`config.mk`:
```
export PLATFORM = sky130hd
export DESIGN_NAME = wbuf_mac
export DESIGN_NICKNAME = d
export VERILOG_FILES = /design/src/rtl/wbuf_mac.sv
export SDC_FILE = /design/constraint.sdc
export NUM_CORES = 1
export LEC_CHECK = 0
export BUFFER_PORTS_ARGS = -buffer_cell sky130_fd_sc_hd__buf_2
export CORE_MARGIN = 2
export CORE_UTILIZATION = 45
export DETAILED_ROUTE_END_ITERATION = 7
export GPL_TIMING_DRIVEN = 0
export SLEW_MARGIN = 10
export SYNTH_ARGS = -nofsm -noshare
export SYNTH_HDL_FRONTEND = slang
export SYNTH_SLANG_ARGS = --single-unit
```
`constraint.sdc`:
```
create_clock -name clk -period 8.6 [get_ports clk]
set_input_delay 0.43 -clock clk [delete_from_list [all_inputs] [get_ports clk]]
set_output_delay 0.43 -clock clk [all_outputs]
set_load 0.005 [all_outputs]
```
`src/rtl/wbuf_mac.sv`:
```
// Dot-product engine downstream of the weight buffer.
// Each accepted step adds (w_1*w_3 + w_2*w_4) into a saturating accumulator.
// After N_TERMS steps the 2-stage pipeline drains, done pulses for one cycle,
// and the result is held until the next start or reset.
//
// Ports:
//   clk         clock, all logic on rising edge
//   rst         synchronous active-high reset
//   start       begin a new run (honoured only in IDLE)
//   step_valid  w_1..w_4 carry a fresh operand set this cycle
//   w_1, w_2    SRAM operands (unsigned bytes)
//   w_3, w_4    SDRAM operands (unsigned bytes)
//   step_ready  high only while accumulating; steps are accepted only then
//   busy        high whenever not idle
//   done        one-cycle pulse, result final
//   overflow    sticky saturation flag for the current run
//   result      accumulator value, held after done
module wbuf_mac #(
    parameter int unsigned N_TERMS = 16,
    parameter int unsigned ACC_W   = 24
) (
    input  logic             clk,
    input  logic             rst,
    input  logic             start,
    input  logic             step_valid,
    input  logic [7:0]       w_1,
    input  logic [7:0]       w_2,
    input  logic [7:0]       w_3,
    input  logic [7:0]       w_4,
    output logic             step_ready,
    output logic             busy,
    output logic             done,
    output logic             overflow,
    output logic [ACC_W-1:0] result
);

    localparam int unsigned      CNT_W   = $clog2(N_TERMS + 1);
    localparam int unsigned      SUM_W   = ACC_W + 1;
    localparam logic [CNT_W-1:0] LAST_M1 = CNT_W'(N_TERMS - 1);
    localparam logic [ACC_W-1:0] ACC_MAX = '1;

    typedef enum logic [1:0] {StIdle, StAccum, StDrain, StFin} state_e;

    state_e           state_q, state_d;
    logic [CNT_W-1:0] cnt_q, cnt_d;
    logic [15:0]      pa_q, pb_q;
    logic             s1_valid_q;
    logic [ACC_W-1:0] acc_q, acc_d;
    logic             ovf_q, ovf_d;
    logic             accept;
    logic [16:0]      pp_sum;
    logic [SUM_W-1:0] sum;

    assign accept = (state_q == StAccum) && step_valid;
    assign pp_sum = {1'b0, pa_q} + {1'b0, pb_q};
    // One spare bit above the accumulator catches any overflow of a single add.
    assign sum    = {1'b0, acc_q} + SUM_W'(pp_sum);

    always_comb begin
        state_d = state_q;
        cnt_d   = cnt_q;
        acc_d   = acc_q;
        ovf_d   = ovf_q;

        // Stage 2: fold in the product registered on the previous edge.
        if (s1_valid_q) begin
            if (sum[ACC_W]) begin
                acc_d = ACC_MAX;
                ovf_d = 1'b1;
            end else begin
                acc_d = sum[ACC_W-1:0];
            end
        end

        unique case (state_q)
            StIdle: begin
                if (start) begin
                    state_d = StAccum;
                    cnt_d   = '0;
                    acc_d   = '0;
                    ovf_d   = 1'b0;
                end
            end
            StAccum: begin
                if (step_valid) begin
                    cnt_d = cnt_q + 1'b1;
                    if (cnt_q == LAST_M1) begin
                        state_d = StDrain;
                    end
                end
            end
            // Stay until the final stage-1 product has landed in the accumulator.
            StDrain: begin
                if (!s1_valid_q) begin
                    state_d = StFin;
                end
            end
            StFin: begin
                state_d = StIdle;
            end
            default: begin
                state_d = StIdle;
            end
        endcase
    end

    always_ff @(posedge clk) begin
        if (rst) begin
            state_q    <= StIdle;
            cnt_q      <= '0;
            pa_q       <= '0;
            pb_q       <= '0;
            s1_valid_q <= 1'b0;
            acc_q      <= '0;
            ovf_q      <= 1'b0;
        end else begin
            state_q    <= state_d;
            cnt_q      <= cnt_d;
            acc_q      <= acc_d;
            ovf_q      <= ovf_d;
            s1_valid_q <= accept;
            if (accept) begin
                pa_q <= 16'(w_1) * 16'(w_3);
                pb_q <= 16'(w_2) * 16'(w_4);
            end
        end
    end

    assign step_ready = (state_q == StAccum);
    assign busy       = (state_q != StIdle);
    assign done       = (state_q == StFin);
    assign overflow   = ovf_q;
    assign result     = acc_q;

endmodule

```
Word level (Yosys, flattened, before mapping)
Cells that the tools add are included.
- register bits: 65
- output and inout bits: 28
- logic and storage cells: 42
- muxes and demuxes: 16
- reduce and logical (&&, ||, !) cells: 6
- $add $sub $neg: 3
- equal/unequal tests: 8
- multipliers: 2
- operators with widths (operator ; count):
    2-to-1 mux 24 bit ; 4
    multiplier 8 x 8 -> 16 bit ; 2
    adder 24 x 17 -> 25 bit ; 1
    adder 16 x 16 -> 17 bit ; 1
    2-to-1 mux 5 bit ; 2
    case mux 5 bit (2 select lines) ; 1
    2-to-1 mux 2 bit ; 4
    case mux 2 bit (4 select lines) ; 1
    != test 2 bit, second input constant ; 3
    adder 5 x 1 -> 5 bit, second input constant ; 1
    equality test 5 x 4 -> 1 bit, second input constant ; 1
    equality test 2 bit, second input constant ; 2
    2-to-1 mux 1 bit ; 4
    AND reduction 4 bit ; 1
    nonzero test 2 bit ; 2
    AND reduction 3 bit ; 1
    equality test 2 x 1 -> 1 bit, second input constant ; 1
    zero test 2 bit ; 1
    != test 2 x 1 -> 1 bit, second input constant ; 1
    logical AND 1 bit ; 1

Logic depth before layout (Yosys ltp)
Gate-level depths: netlist of the first run.
- word-level depth: 6
- gate-level depth with buffers: 17
- gate-level depth less buffers: 17

Least setup slack after synthesis of the first run
No wires, ideal clock.
- path kind: input -> register
- start point: input w_3[7]
- end point: register pa_q[15]
- stages on the path: 15
- data required time: 8514 ps
- data arrival time: 4440 ps
- path buffers: 0
- setup slack: 4074 ps
- cells stage by stage: and2_1 -> fa_1 -> fa_1 -> fa_1 -> inv_1 -> fa_1 -> inv_1 -> ha_1 -> or2_2 -> a21oi_1 -> a21oi_1 -> a41o_1 -> o41a_1 -> xnor2_1 -> a211oi_1
- word-level cells in the longest chain between the ends: 1
- RTL lines (what ; RTL line ; text):
    start, declared ; 28 ; input logic [7:0] w_3,
    multiplier 8 x 8 -> 16 bit ; 123 ; pa_q <= 16'(w_1) * 16'(w_3);
    end signal, assigned ; 123 ;
    end, declared ; 46 ; logic [15:0] pa_q, pb_q;
No other way between the ends.
A chain may end at the register's enable or synchronous reset.

Worst setup path in the final report of the first run
Ends and elaborated chain as after synthesis.

==> results.md, run 1 <==
* Outcome: finished clean
* Post-CTS sizing at 0
* FFs w/ async S/R, synth at 0%
* Vias in the first global route at between 6000 and 7000
* Synth Area in Compound Gates at 13.5%
* Starting DRT DRC Count at ~240
* Syn Area/Cell at slightly below 9 µm²
* Post-CTS setup buffer count at 0
* Multi-input logic area at between 5000 and 6000 µm²
* IO buf count at 63
* Core ar. at 16600 µm²
* First-pass GRT wire length at just under 30 mm
* Drt wl/cell at 14.1 µm
* Area grow syn2layout at 12.0%
* Fin. Hold Viols at 0
* Crit Path Max Fanout at 8
* Startpoint types: input pin
* Slowest cell on crit path: fa_1
* Reg-to-reg slack, setup at between 5000 and 6000 ps
* Initial Util at 46.1%
* Clock Path Buffers at 2
* Clock sinks at 65
* Final net count at between 1000 and 1500
* Critical Path RT at 8800 ps
* Largest family of logic cells by synthesized area: adder cells
* Filler instances at between 1500 and 2000
* DRC errors left at 0
* Worst Hold Launch: pb_q[0]
* Syn Nets at ~1100
* Clock Skew at roughly 7.0 ps
* Synthesized area at about 7700 µm²
* ANT cells at 0
* DRT Wirelength at ~17 mm
* Layout cells sized above 1 at 10.4%
* Placer Congestion at about 0.85
* Worst hold path cell count at 2
* Most frequent cells in the layout: inv_1 (122), and2_1 (105), ha_1 (95)
* Global route overflow at 0
* Critical Path AT at 4870 ps
* Post-DP Area at around 8300 µm²
* Reg2reg start: result[1]
* CTS Buf Count at 9
* Die X at around 130 µm
* Final Max Tran Viols at 0
* Worst hold endpoint: pb_q[0]
* Sequential cell area at roughly 1300 µm²
* # setup viols final at 0
* Synth Area in XOR/XNOR at about 4.2%
* Maximum vdd drop at 0.119 mV
* CTS tree: done
* Reg clk slew, reported paths at around 50 ps
* H-Tree Depth at 3
* WS Path Type: input pin to register
* Max-cap viol count at 0
* Synth Area in Simple Gates at between 15 and 20%
* Post-synth cell types at 63
* CP peak stage delay at 560 ps
* Non-Filler Instances at 1175
* Final HPWL DP at 14.0 mm
* Pin count of the biggest net entering global routing at 12
* Relative slew slack at between 50% and 60%
* Final Cell Area at about 8600 µm²
* Die H at 135 µm
* Number of flops mapped to enable cells by yosys at 0
* Fmax at between 200 and 250 MHz
* Worst-Skew Late Latency at 340 ps
* Io pins at 64
* Root buf cell: clkbuf_16
* Sequential fraction of the synthesis area at between 15 and 20%
* FF-to-FF End: result[15]
* Row count at 47
* Yosys warns at 0
* Fin crit share at a little over half
* # hold bufs at CTS at 0
* Min Clock Period, post-route at about 4700 ps
* TritonRoute pass-1 iters at 5
* CP most frequent cell: fa_1
* Hold Path Class: register to register
* Commonest non-fill, non-tap cell in the layout: inv_1
* Pleak at ~0.0042 µW
* DIE AREA at about 18000 µm²
* Primary FF master, synth: dfxtp_1
* GR Util All Layers at 19.9%
* #FFs+latches synth at 65
* PD cells at approximately 220 nW/µm²
* Via count at 5992
* Initial antenna violation count at 0
* Post-synthesis cell count at between 800 and 900
* Cell Chain, Critical Path: buf_2 -> and2_1 -> fa_1 -> fa_1 -> fa_1 -> inv_1 -> fa_1 -> inv_1 -> ha_1 -> or2_2 -> a21oi_1 -> a21oi_1 -> a41o_1 -> o41a_1 -> xnor2_1 -> a211oi_1
* Least-Margin Pin Slew at roughly 670 ps
* Total Neg Setup Slack at 0 ps
* Placed cells at 1159
* Mux contribution to synthesized area at less than 1%
* RSZ-0062 raised after global routing: false
* Antenna Nets Post-Route at 0
* Via density at slightly above 5
* Synth Area in Adders at between 30% and 40%
* Worst Setup End Kind: register
* Reg2reg path depth at 11
-- layer usage --
metal  track usage (%)  share of wire [%]
met5                 0                  0
met4              4.91                1.1
met3              1.65                2.3
met2              34.1                 48
met1              27.5                 49
-- sequential cells by signal, indices dropped and copies added (netlist names) --
signal	flops
cnt_q	5
overflow	1
pa_q	16
pb_q	16
result	24
s1_valid_q	1
state_q	2
-- worst max-delay path: cells and delay by family --
family,cells,cell delay (ps)
adder cells (fa/ha/maj),5,2430
AND/OR/NAND/NOR,2,500
XOR/XNOR,1,290
buffers and inverters,3,250
AO/OA/AOI/OAI,5,960
-- cell families after synthesis --
logic type	Yosys count
and+or+nand+nor	292
adders and majority gates	184
AOI/OAI and AO/OA	156
buffers and inverters	141
DFF	65
xor gates and xnor gates	37
muxes	1
-- cell type report --
cell class	count	share of cell area (%)
multi-input combinational	670	67.9
sequential	65	15.2
inverter	122	5.33
timing repair buffer	63	3.67
tap	220	3.21
clock buffer	11	2.94
clock inverter	5	0.904
buffer	19	0.845
-- worst max-delay path by stage --
stage	slack, ps	end	depth (start not counted)	from
floorplan	4070	pa_q[15]	15	w_3[7]
global placement	3580	pa_q[15]	16	w_3[7]
detailed placement	3530	pa_q[15]	16	w_3[7]
CTS	3880	pa_q[15]	16	w_3[7]
global route	3670	pa_q[15]	16	w_3[7]
finish	3930	pa_q[15]	16	w_3[7]
-- per-stage QoR --
step	setup slack, ps	power (µW)	hold WS [ps]	utilization, %
2_1_floorplan	4070	1200	432	-
5_1_grt	3670	2050	474	51.6
3_5_place_dp	3530	1460	455	49.6
6_report	3930	1850	458	51.6
3_3_place_gp	3580	1450	444	49.6
4_1_cts	3880	1870	461	51.6
-- synthesized netlist by cell type, drive strengths merged (14+ instances only) --
cell type	number	area [µm²]
inv	122	458
and2	106	663
ha	95	1190
fa	89	1780
nand2	87	327
dfxtp	65	1300
a21oi	60	304
nor2	43	161
o21ai	28	151
xnor2	24	210
clkbuf	17	63.8
nor3	14	70.1
-- where the power goes --
part           leakage [µW]  internal (µW)  switching [µW]
logic               0.00348            455             607
clock network      0.000162            268             135
registers          0.000527            348            41.3
total               0.00417           1070             783
(Power assumes the default switching activity.)
==> run 2, diff against run 1 <==
--- a/config.mk
+++ b/config.mk
@@ -10,6 +10,7 @@
 export CORE_UTILIZATION = 45
 export DETAILED_ROUTE_END_ITERATION = 7
 export GPL_TIMING_DRIVEN = 0
+export PLACE_DENSITY = 0.65
 export SLEW_MARGIN = 10
 export SYNTH_ARGS = -nofsm -noshare
 export SYNTH_HDL_FRONTEND = slang
==> constraint.sdc (replaced) <==
create_clock -name clk -period 4 [get_ports clk]
set_input_delay 0.2 -clock clk [delete_from_list [all_inputs] [get_ports clk]]
set_output_delay 0.2 -clock clk [all_outputs]
set_load 0.005 [all_outputs]
==> run 2 against run 1 <==
  * Largest power group unchanged
  * Count of clock-buffer cells in the layout is the same
  * Clock skew shrank 2.1 ps
  * Die area is the same
  * Worst hold slack lost 270 ps
  * Utilization grew 2.0 points
  * Clock power grew 110%
  * Non-clock buffer count grew 3
  * Largest cell class unchanged
  * Worst setup slack lost 3800 ps
  * Routed wire length shrank 1.1%
  * Sequential share of layout area shrank 0.56 points
==> results.md, run 2 (synthesized netlist as in run 1, its figures left out) <==
* Reg2reg path depth at 11
* Startpoint types: input pin
* Pint at 2460 µW
* GR Util All Layers at 18.8%
* Area grow syn2layout at 16.3%
* Die H at 135 µm
* Flop pwr share at about a fifth
* Final Max Tran Viols at 0
* Hold Path Class: input pin to register
* Reg2reg start: result[1]
* Layout cells sized above 1 at around 15%
* DRC errors left at 0
* Maximum vdd drop at roughly 0.25 mV
* Root buf cell: clkbuf_16
* CTS Buf Count at 9
* First-pass GRT wire length at between 20 and 30 mm
* PD cells at between 400 and 500 nW/µm²
* Fin crit share at just under 100%
* Row count at 47
* Total Neg Setup Slack at 0 ps
* CTS tree: done
* DRT Wirelength at 16.4 mm
* Worst hold endpoint: pa_q[0]
* FF-to-FF End: result[15]
* Place WS at -456 ps
* Sw Ratio at around two fifths
* Clock Path Buffers at 2
* Most frequent cells in the layout: inv_1 (118), and2_1 (99), ha_1 (86)
* Commonest non-fill, non-tap cell in the layout: inv_1
* Pleak at ~0.0042 µW
* Final HPWL DP at 13.5 mm
* # hold bufs at CTS at 0
* Reg-to-reg slack, setup at about 640 ps
* Worst hold path cell count at 3
* Final net count at between 1000 and 1500
* Io pins at 64
* Clock network power share at 19.9%
* Critical Path AT at just over 4000 ps
* WS Path Type: input pin to register
* Drt wl/cell at approximately 14 µm
* Starting DRT DRC Count at approximately 300
* Placer Congestion at between 0.8 and 0.9
* Sw Pwr at 1720 µW
* Outcome: finished clean
* ANT cells at 0
* Final core occ at between 50% and 60%
* Post-DP Area at roughly 8300 µm²
* Reg clk slew, reported paths at ~50 ps
* Via count at between 5000 and 6000
* Initial Util at around 46%
* DIE AREA at between 15000 and 20000 µm²
* Post-route setup slack at 114 ps
* Clock Skew at ~4.9 ps
* Worst Hold Launch: w_1[0]
* Critical Path RT at 4180 ps
* Max-cap viol count at 0
* Die X at between 100 and 150 µm
* Core ar. at around 17000 µm²
* Clock sinks at 65
* Logic gate share of total power at roughly 60%
* Via density at around 5
* IO buf count at 63
* Fmax at roughly 260 MHz
* TritonRoute pass-1 iters at 4
* Pin count of the biggest net entering global routing at 12
* Global route overflow at 0
* Vias in the first global route at 5656
* Least-Margin Pin Slew at between 600 and 700 ps
* Worst-Skew Late Latency at approximately 320 ps
* # setup viols final at 0
* Relative slew slack at around 60%
* Fin. Hold Viols at 0
* H-Tree Depth at 3
* Total power at 4180 µW
* Max FFs per register at 24
* Min Clock Period, post-route at ~4000 ps
* Antenna Nets Post-Route at 0
* Crit Path Max Fanout at 8
* Initial antenna violation count at 0
* Final Cell Area at between 8000 and 9000 µm²
* Worst Setup End Kind: register
## run 2: routing by layer
metal / wire (µm) / global-route usage [%]
met5: 0 / 0
met4: 222 / 4.74
met3: 397 / 1.73
met2: 7450 / 30.0
met1: 8360 / 27.5
## run 2: power by group through the flow
stage	logic [µW]	registers (µW)	clock network [µW]
after floorplan	1790	827	0
after global placement	2250	852	0
after detailed placement	2280	855	0
after CTS	2410	842	840
after global routing	2850	857	875
final	2510	842	831
## run 2: through the flow
stage	hold WS, ps	std cells
floorplan	352	876
global placement	441	1159
detailed placement	443	1159
CTS	171	1176
global route	209	1178
finish	189	1178
## run 2: worst max-delay path by stage
stage | start | to | slack [ps] | depth (start not counted)
after floorplan | w_3[5] | pa_q[15] | 30 | 15
after global placement | w_3[4] | pa_q[15] | -410 | 16
after detailed placement | w_2[3] | pb_q[15] | -460 | 16
after CTS | w_3[2] | pa_q[15] | 2 | 16
after global routing | w_3[7] | pa_q[15] | -20 | 16
final | w_3[6] | pa_q[15] | 110 | 16
## run 2: final cells by class
class / instances / area (µm²)
Tap cell: 220 / 275
Clock inverter: 5 / 78.8
Fill cell: 1566 / 7730
Timing Repair Buffer: 66 / 440
Sequential cell: 65 / 1300
Buffer: 19 / 72.6
Inverter: 122 / 458
Clock buffer: 11 / 243
Multi-Input combinational cell: 670 / 6050
## run 2: repair_timing
action | in CTS | in global routing
gates resized for setup | 35 | 46
pin swaps | 18 | 28
setup buffers | 1 | 2
setup endpoints to repair | 2 | 7
## run 2: critical path: stages
cell	delay, ps
buf_4	140
and2_4	160
fa_1	520
fa_1	430
fa_1	500
inv_2	40
fa_1	510
inv_2	40
ha_4	220
or2_4	230
a21oi_2	140
a21oi_2	60
a41o_1	200
o41a_1	350
xnor2_2	220
a211oi_2	90
==> run 3, diff against run 2 <==
--- a/config.mk
+++ b/config.mk
@@ -6,11 +6,12 @@
 export NUM_CORES = 1
 export LEC_CHECK = 0
 export BUFFER_PORTS_ARGS = -buffer_cell sky130_fd_sc_hd__buf_2
+export CORE_ASPECT_RATIO = 0.75
 export CORE_MARGIN = 2
 export CORE_UTILIZATION = 45
 export DETAILED_ROUTE_END_ITERATION = 7
 export GPL_TIMING_DRIVEN = 0
-export PLACE_DENSITY = 0.65
+export PLACE_DENSITY = 0.63
 export SLEW_MARGIN = 10
 export SYNTH_ARGS = -nofsm -noshare
 export SYNTH_HDL_FRONTEND = slang
==> run 3 against run 2 <==
  * Worst setup slack got worse by 26 ps
  * Die area about the same
  * Worst hold slack better by 17 ps
  * Clock power decreased by 6.9%
  * Combinational power is essentially flat
  * Final cell count shrank 0.59%
  * Non-clock buffer count is 2 lower
  * Utilization down 0.81 points
  * Design area is 1.0% lower
==> results.md, run 3 (synthesized netlist as in run 1, its figures left out) <==
* Startpoint types: input pin
* IO buf count at 63
* Min Clock Period, post-route at roughly 3900 ps
* Post-DP Area at approximately 8300 µm²
* Antenna Nets Post-Route at 0
* Final Cell Area at a little under 9000 µm²
* Maximum vdd drop at 0.220 mV
* DIE AREA at around 18000 µm²
* Crit Path Max Fanout at 8
* Commonest non-fill, non-tap cell in the layout: inv_1
* Clock Path Buffers at 2
* Final Max Tran Viols at 0
* Max FFs per register at 24
* Initial antenna violation count at 0
* GRT busiest layer: met2
* Clock sinks at 65
* Filler instances at 1596
* Drt wl/cell at ~15 µm
* Fmax at 256 MHz
* Vias in the first global route at between 5000 and 6000
* Relative slew slack at 58.6%
* Hold Path Class: input pin to register
* Most frequent cells in the layout: inv_1 (120), and2_1 (102), ha_1 (86)
* Root buf cell: clkbuf_16
* ANT cells at 0
* Worst Setup End Kind: register
* Fin crit share at approximately 100%
* Worst hold path cell count at 3
* Final net count at between 1000 and 1500
* Met1 Usage GRT at a little under a third
* Final HPWL DP at approximately 14 mm
* Reg clk slew, reported paths at around 50 ps
* Met2 GRT Util at a little under a third
* Via count at around 6100
* M3 GR Usage at 2.76%
* PD cells at approximately 470 nW/µm²
* # setup viols final at 0
* CTS Buf Count at 9
* GR Util All Layers at 19.9%
* Pin count of the biggest net entering global routing at 11
* Total power at between 4000 and 5000 µW
* Reg2reg path depth at 11
* TritonRoute pass-1 iters at 5
* Worst-Skew Late Latency at between 300 and 400 ps
* DRC errors left at 0
* CP most frequent cell: fa_1
* CTS tree: done
* Placed cells at around 1200
* Place WS at -485 ps
* Non-Filler Instances at 1171
* # hold bufs at CTS at 0
* Die X at 155 µm
* Least-Margin Pin Slew at 621 ps
* Critical Path AT at approximately 4000 ps
* Layout cells sized above 1 at ~14%
* Cell Chain, Critical Path: buf_4 -> and2_1 -> fa_1 -> fa_1 -> fa_1 -> inv_1 -> fa_1 -> inv_2 -> ha_4 -> or2_4 -> a21oi_2 -> a21oi_2 -> a41o_1 -> o41a_1 -> xnor2_2 -> a211oi_2
* Critical Path RT at 4190 ps
* DRT Wirelength at between 15 and 20 mm
* Max-cap viol count at 0
* Pleak at roughly 0.0042 µW
* Row count at 41
* Clock Skew at a little under 8 ps
* Total Neg Setup Slack at 0 ps
* Via density at just over 5
* First-pass GRT wire length at ~29 mm
* Slowest cell on crit path: fa_1
* Area grow syn2layout at 15.1%
* Outcome: finished clean
* Die H at 117 µm
* Global route overflow at 0
* Starting DRT DRC Count at 320
* Initial Util at 45.8%
* Core ar. at about 17000 µm²
* RSZ-0062 raised after global routing: true
* Post-route setup slack at between 80 and 90 ps
* Io pins at 64
* Placer Congestion at a little under 0.9
* CP peak stage delay at ~570 ps
* Fin. Hold Viols at 0
* WS Path Type: input pin to register
* H-Tree Depth at 3
[run 3: cell types whose count changed in the layout (fill, tap and decap cells not counted), moves of 3 or more]
cell | before | now
and2_1 | 99 | 102
and2_4 | 6 | 3
clkbuf_4 | 2 | 5
buf_2 | 41 | 46
buf_6 | 10 | 0
[run 3: cell type report]
class / count / area [µm²] / share of cell area [%]
plain buffers: 19 / 72.6 / 0.822
clock buffers: 13 / 250 / 2.84
clock inverters: 3 / 40.0 / 0.454
inverters: 122 / 458 / 5.19
multi-input cells: 670 / 6060 / 68.7
flip-flops and latches: 65 / 1300 / 14.7
well taps: 215 / 269 / 3.05
repair buffers: 64 / 368 / 4.17
[run 3: where the power goes]
group | total (µW) | internal [µW] | switching, µW | leakage, µW
sequential | 849 | 749 | 100 | 0.000527
clock | 774 | 497 | 277 | 0.000144
combinational | 2540 | 1150 | 1390 | 0.00352
[run 3: final timing paths]
check | start | end | slack [ps]
hold / removal | w_1[0] | pa_q[0] | 210
setup / recovery | w_3[7] | pa_q[15] | 90
hold reg to reg | overflow | overflow | 460
setup reg to reg | pa_q[1] | result[15] | 590
[run 3: repair_timing]
item,4_1_cts,5_1_grt
setup buffers,0,1
hold endpoints to repair,0,0
endpoints found under the setup margin,3,7
gates resized for setup,22,39
pin swaps,12,23
[run 3: metal layers]
layer | up-vias | share of wire [%] | wire [µm]
met1 | 2920 | 52 | 8980
met4 | 0 | 0.67 | 116
met2 | 104 | 43 | 7410
met3 | 8 | 4.1 | 700
met5 | - | 0 | 0
li1 | 3029 | - | -
[run 3: metrics by stage]
stage               util (%)  hold WS, ps
finish                  52.8          207
CTS                     51.7          194
floorplan                  -          352
detailed placement      49.4          450
global route            52.8          211
global placement        49.4          443
[run 3: critical path: cells and delay by family]
kind / cells / cell delay [ps]
fa+ha+maj: 5 / 2210
compound gates: 5 / 830
simple gates: 2 / 400
xor+xnor: 1 / 240
buf+inv: 3 / 230
